--- config.mk ---
export PLATFORM = sky130hd
export DESIGN_NAME = iir_decimator
export DESIGN_NICKNAME = d
export VERILOG_FILES = /design/src/rtl/iir_decimator_pkg.sv /design/src/rtl/sync_fifo.sv /design/src/rtl/iir_decimator.sv
export SDC_FILE = /design/constraint.sdc
export NUM_CORES = 1
export LEC_CHECK = 0
export BUFFER_PORTS_ARGS = -buffer_cell sky130_fd_sc_hd__buf_2
export CAP_MARGIN = 0
export CORE_ASPECT_RATIO = 0.7
export CORE_MARGIN = 5
export CORE_UTILIZATION = 25
export DETAILED_ROUTE_END_ITERATION = 10
export PLACE_DENSITY = 0.49
export SLEW_MARGIN = 30
export SYNTH_ARGS = -nofsm -noshare
export SYNTH_HDL_FRONTEND = slang
export SYNTH_HIERARCHICAL = 1
export SYNTH_SLANG_ARGS = --single-unit
--- constraint.sdc ---
create_clock -name i_clk -period 7.4 [get_ports i_clk]
set_clock_uncertainty 0.05 [all_clocks]
set_input_delay 0.74 -clock i_clk [delete_from_list [all_inputs] [get_ports i_clk]]
set_output_delay 0.74 -clock i_clk [all_outputs]
set_load 0.02 [all_outputs]
--- src/rtl/iir_decimator_pkg.sv ---
// Shared constants for filter-chain blocks: default sample width, decimation
// limits and the accumulator width that holds a block sum of sign-extended
// samples.
package iir_decimator_pkg;

   localparam int unsigned NB_DATA_DEF    = 8;
   localparam int unsigned LOG2_DEC_DEF   = 2;
   localparam int unsigned LOG2_DEPTH_DEF = 2;
   localparam int unsigned LOG2_DEC_MIN   = 1;
   localparam int unsigned LOG2_DEC_MAX   = 4;

   // A sum of 2^log2_dec samples needs log2_dec extra bits to avoid overflow.
   function automatic int unsigned acc_width(input int unsigned nb_data,
                                             input int unsigned log2_dec);
      return nb_data + log2_dec;
   endfunction

   // Number of sign-extension bits added to a sample before accumulation.
   function automatic int unsigned sext_bits(input int unsigned log2_dec);
      return log2_dec;
   endfunction

endpackage

--- src/rtl/sync_fifo.sv ---
// Synchronous FIFO with registered head data and registered full/empty flags.
// Pointers carry one extra wrap bit; full/empty compare pointer MSBs.
// Ports:
//   i_clk, i_rst_n  clock, async active-low reset
//   i_clr           synchronous clear (priority over push/pop)
//   i_push, i_data  write request and data (ignored when full unless popping)
//   i_pop           read request (ignored when empty)
//   o_data          head entry, o_full / o_empty status
module sync_fifo #(
   parameter int unsigned WIDTH      = 8,
   parameter int unsigned LOG2_DEPTH = 2
) (
   input  logic             i_clk,
   input  logic             i_rst_n,
   input  logic             i_clr,
   input  logic             i_push,
   input  logic             i_pop,
   input  logic [WIDTH-1:0] i_data,
   output logic [WIDTH-1:0] o_data,
   output logic             o_full,
   output logic             o_empty
);

   localparam int unsigned PTR_W = LOG2_DEPTH + 1;
   localparam int unsigned DEPTH = 1 << LOG2_DEPTH;

   logic [WIDTH-1:0] mem [DEPTH];
   logic [PTR_W-1:0] rd_ptr, wr_ptr, rd_nxt, wr_nxt;
   logic             do_push, do_pop;
   logic             empty_nxt, full_nxt;
   logic [WIDTH-1:0] head_nxt;

   // Qualified requests and next pointer/flag/head values.
   always_comb begin
      do_pop    = i_pop & ~o_empty;
      do_push   = i_push & (~o_full | do_pop);
      rd_nxt    = rd_ptr + PTR_W'(do_pop);
      wr_nxt    = wr_ptr + PTR_W'(do_push);
      empty_nxt = (rd_nxt == wr_nxt);
      full_nxt  = (rd_nxt[PTR_W-1] != wr_nxt[PTR_W-1]) &&
                  (rd_nxt[LOG2_DEPTH-1:0] == wr_nxt[LOG2_DEPTH-1:0]);
      head_nxt  = o_data;
      // Entry being written this edge becomes head when it lands at rd_nxt.
      if (do_push && (rd_nxt == wr_ptr))
         head_nxt = i_data;
      else if (!empty_nxt)
         head_nxt = mem[rd_nxt[LOG2_DEPTH-1:0]];
   end

   // Storage needs no reset; head and flags are tracked in registers.
   always_ff @(posedge i_clk) begin
      if (do_push && !i_clr)
         mem[wr_ptr[LOG2_DEPTH-1:0]] <= i_data;
   end

   always_ff @(posedge i_clk or negedge i_rst_n) begin
      if (!i_rst_n) begin
         rd_ptr  <= '0;
         wr_ptr  <= '0;
         o_empty <= 1'b1;
         o_full  <= 1'b0;
         o_data  <= '0;
      end else if (i_clr) begin
         rd_ptr  <= '0;
         wr_ptr  <= '0;
         o_empty <= 1'b1;
         o_full  <= 1'b0;
         o_data  <= '0;
      end else begin
         rd_ptr  <= rd_nxt;
         wr_ptr  <= wr_nxt;
         o_empty <= empty_nxt;
         o_full  <= full_nxt;
         o_data  <= head_nxt;
      end
   end

endmodule

--- src/rtl/iir_decimator.sv ---
// Block-average decimator: sums D = 2^LOG2_DEC accepted samples, emits the
// floored mean into an output FIFO and restarts the group.
// Ports:
//   i_clk, i_rst_n      clock, async active-low reset
//   i_clr               synchronous clear of accumulator, counter, FIFO, flag
//   i_valid, i_data     upstream samples (never stalled)
//   i_ready             downstream accepts o_data
//   o_valid, o_data     FIFO head
//   o_overflow          sticky: a result was dropped on a full FIFO
module iir_decimator
   import iir_decimator_pkg::*;
#(
   parameter int unsigned NB_DATA    = NB_DATA_DEF,
   parameter int unsigned LOG2_DEC   = LOG2_DEC_DEF,
   parameter int unsigned LOG2_DEPTH = LOG2_DEPTH_DEF
) (
   input  logic               i_clk,
   input  logic               i_rst_n,
   input  logic               i_clr,
   input  logic               i_valid,
   input  logic [NB_DATA-1:0] i_data,
   input  logic               i_ready,
   output logic               o_valid,
   output logic [NB_DATA-1:0] o_data,
   output logic               o_overflow
);

   localparam int unsigned ACC_W = acc_width(NB_DATA, LOG2_DEC);
   localparam int unsigned EXT_W = sext_bits(LOG2_DEC);
   localparam int unsigned DEC   = 1 << LOG2_DEC;

   logic signed [ACC_W-1:0]   acc, sum, data_ext;
   logic [LOG2_DEC-1:0]       count;
   logic                      last, push, pop;
   logic                      fifo_full, fifo_empty;
   logic [NB_DATA-1:0]        result;

   // Group sum including the current sample, and its floored mean.
   always_comb begin
      data_ext = {{EXT_W{i_data[NB_DATA-1]}}, i_data};
      sum      = acc + data_ext;
      result   = NB_DATA'(sum >>> LOG2_DEC);
      last     = (count == LOG2_DEC'(DEC - 1));
      push     = i_valid & last;
      pop      = o_valid & i_ready;
   end

   // Accumulator and sample counter advance only on accepted samples.
   always_ff @(posedge i_clk or negedge i_rst_n) begin
      if (!i_rst_n) begin
         acc   <= '0;
         count <= '0;
      end else if (i_clr) begin
         acc   <= '0;
         count <= '0;
      end else if (i_valid) begin
         if (last) begin
            acc   <= '0;
            count <= '0;
         end else begin
            acc   <= sum;
            count <= count + LOG2_DEC'(1);
         end
      end
   end

   // Sticky drop flag: a pop on the same edge frees a slot, so no drop then.
   always_ff @(posedge i_clk or negedge i_rst_n) begin
      if (!i_rst_n)
         o_overflow <= 1'b0;
      else if (i_clr)
         o_overflow <= 1'b0;
      else if (push && fifo_full && !pop)
         o_overflow <= 1'b1;
   end

   sync_fifo #(
      .WIDTH      (NB_DATA),
      .LOG2_DEPTH (LOG2_DEPTH)
   ) u_fifo (
      .i_clk   (i_clk),
      .i_rst_n (i_rst_n),
      .i_clr   (i_clr),
      .i_push  (push),
      .i_pop   (pop),
      .i_data  (result),
      .o_data  (o_data),
      .o_full  (fifo_full),
      .o_empty (fifo_empty)
   );

   assign o_valid = ~fifo_empty;

endmodule

==> run summary <==
The number of buffers created by CTS is 9. The via count is 1855. In the final layout, the share of cells above drive strength 1 is 0.286. The first-pass GRT wire length is 10800 um. The critical path startpoint category is a primary input. The worst setup path is of the in2reg kind.

The power density over the cells came out at 242 nW/um^2. Setup repair after global routing left no endpoint under its margin. For flop-to-flop paths, the worst setup slack is 4.08 ns. The routed via count divided by cell count came out at 4.58. The total congestion overflow after global routing is 0. The count of yosys warnings during synthesis is 6. The leakage power total is 1.47 nW. The number of instances in the synthesized netlist came out at 216.

On the critical path, the stage with the largest delay is an instance of xor2_1. The net total in the final layout is 272. The vertical extent of the die came out at 103 um. Traced cell by cell, the critical path runs through buf_2 > nor2b_1 > nor2b_1 > o21ai_0 > inv_1 > ha_1 > ha_1 > xnor2_2 > xor2_1 > o21ai_0 > a221oi_2. The final routed DRC violation total came out at 0. The all-layer global routing usage came out at 0.0994. The final hold violation count came out at 0. The via count of the first global-routing pass came out at between 2000 and 2500. The time the worst path needs with I/O delays and setup came out at 3.36 ns. Once layout is complete, the utilization of the core stands at 0.304. The share of the cycle needed by the critical path after routing came out at 0.454. The detailed-router iteration count before antenna repair is 4.

The flow ran to the end, and the final reports show no timing, DRC or antenna violations. The post-detailed-route wirelength per cell is 16.7 um. TritonCTS built the clock tree. The clock input transition at the sequential cells of the worst setup and hold paths is 0.05 ns.

The filler cells instantiated in the layout total ~1200. The count of unique library cells instantiated by Yosys came out at between 50 and 60. The highest achievable clock rate came out at 297 MHz. The worst hold slack across all endpoints is 0.422 ns. The largest net degree at the start of global routing is 30. The level count of the clock H-tree came out at 3. The worst register-to-register path ends at u_fifo/o_data[5].

In this run, post-CTS repair resized a total of 0 instances. In this run the worst hold path is classified as in2async. The number of enable-type register cells in the synthesized netlist came out at 32.

The insertion delay of the later-clocked pin in the worst-skew pair came out at 0.32 ns. When the netlist entered floorplanning its net count stood at 244. The top cell types in the final layout, fill and taps aside, are 32 x edfxtp_1, 28 x dfrtp_1, 22 x buf_2. In this run the worst setup path begins at i_ready. The floorplan has 33 rows. Measured against its own limit, the worst slew margin works out to 0.464. CTS saw 61 sinks. The total length of routed wires is slightly below 7000 um. Sorting the synthesized cells by area gives the leading types as edfxtp_1 31%, dfrtp_1 23%, mux4_2 5.9%, ha_1 5.7%, a221oi_2 3.9%. For this run, the leading register cell type out of synthesis is edfxtp_1. The share of synthesized area in the top cell type comes to 0.312.

At the worst endpoint, the arrival time is 3.54 ns. In this run, the number of DRC markers left after iteration 0 of detailed routing was 82. The critical path data required time is 7.58 ns. The number of cell instances on the worst register-to-register path came out at 10. The post-placement cell count came out at between 300 and 400.

The number of failing setup endpoints in the final timing report is 0. Across the run, the number of max-cap violations was 0. The maximum buffer depth of the clock tree is 2.

STA classifies the critical path endpoint as a flip-flop. The last weighted congestion value of the routability-driven placer came out at 0.752. The commonest non-fill, non-tap cell in the layout is edfxtp_1. The total of flip-flops plus latches after synthesis is 61. The final setup TNS came out at 0 ns.

The starting density of the core is 0.259. The fraction of registers with async set/reset came out at 0.475. The number of antenna-violating nets in the routed design is 0. The die outline area came out at between 10000 and 15000 sq um. The number of input and output port buffers inserted is 22.

The total half-perimeter wirelength after legalization and detailed placement came out at just under 5000 um. The startpoint identified for the worst register-to-register timing path is u_fifo/o_empty. The width of the chip came out at 143 um. The buffer cell driving the clock tree root is clkbuf_16. The worst-path maximum fanout came out at 11. The number of setup buffers added after CTS came out at 0. The relative area change from synthesis to final layout came out at 17.3%. The cell taking the most area after synthesis is edfxtp_1. For the pin with the worst max-slew slack, the measured transition is roughly 0.8 ns.

The final max-slew violation count came out at 0. The cell area after synthesis came out at 3080 sq um. The area of the core came out at 11900 sq um. The I/O pin total is 23. 0 antenna diodes ended up in the layout. Excluding fillers, the count of instances in the completed layout stands at 405. The number of antenna violations at the first check in global routing is 0. The worst-case IR drop observed on VDD is 0.106 mV. The mean cell area of the mapped netlist came out at 14.3 sq um. Hold repair after CTS inserted 0 buffers. The endpoint of the most critical setup path is u_fifo/o_data[5]. In this design, the stage delay of the slowest critical-path cell is 0.51 ns.

The sequential-to-total area share from yosys stat came out at 0.548.
[logic make-up (layout without fill, tap and decap cells)]
logic type,count (synthesis),count (layout),synth area share
muxes,9,9,0.0618
and+or+nand+nor,37,37,0.0748
DFF,61,61,0.548
AOI/OAI and AO/OA,51,51,0.149
xor gates and xnor gates,18,18,0.0638
buffers and inverters,25,57,0.0394
adders and majority gates,15,15,0.0634
[flip-flops by register name, indices dropped and copies added, names as in the netlist]
name / count
u_fifo/mem: 32
u_fifo/o_full: 1
u_fifo/o_empty: 1
acc: 10
count: 2
u_fifo/rd_ptr: 3
o_overflow: 1
u_fifo/o_data: 8
u_fifo/wr_ptr: 3
[critical path, delay by kind of cell]
kind	cells	cell delay (ns)
compound gates	3	0.90
xor+xnor	2	0.77
fa+ha+maj	2	0.48
buf+inv	2	0.40
simple gates	2	0.25
[per-layer routing]
metal	wire length (um)	track usage
met5	0	0
met4	42	0.0394
met3	380	0.0352
met2	2940	0.144
met1	3410	0.136
[report_power, final]
group	internal [W]	switching (W)	total (W)
clock network	0.000220	0.000134	0.000354
logic	0.0000437	0.0000835	0.000127
registers	0.000387	0.00000775	0.000394
total	0.000650	0.000225	0.000875
[layout make-up]
type | instances | area (sq um) | area share
clock buffer | 11 | 233 | 0.0644
clock inverter | 4 | 16.3 | 0.00450
inverter | 17 | 63.8 | 0.0177
multi-input combinational | 130 | 1280 | 0.355
sequential | 61 | 1690 | 0.467
tap | 157 | 196 | 0.0544
timing repair buffer | 25 | 133 | 0.0367
[stage by stage]
stage               instance area [sq um]  setup WS, ns  power, W
global route                         3610          3.76  0.000915
CTS                                  3610          4.04  0.000890
global placement                     3350          3.97  0.000524
floorplan                            3080          4.29  0.000487
finish                               3610          4.04  0.000875
detailed placement                   3360          3.72  0.000527
[synthesized netlist by cell type (2+ instances only)]
cell type and count:
nand2_1 3, ha_1 14, o21ai_0 10, nor2_1 10, xnor2_1 5, a22o_1 9, inv_1 16, xor2_1 9
mux4_2 8, nor4b_1 2, a21oi_2 2, a221oi_2 8, edfxtp_1 32, nor3_1 3, a32oi_1 8, nor2b_1 7
a211oi_2 2, a21o_1 2, clkbuf_1 5, xnor2_2 3, dfrtp_1 28
[worst min path at each step]
stage | to | slack [ns]
floorplan | acc[0] | 0.39
global placement | o_overflow | 0.44
detailed placement | o_overflow | 0.44
CTS | u_fifo/wr_ptr[2] | 0.43
global route | acc[7] | 0.47
finish | u_fifo/o_data[0] | 0.42
No activity file was read; power rests on OpenSTA's default activity.
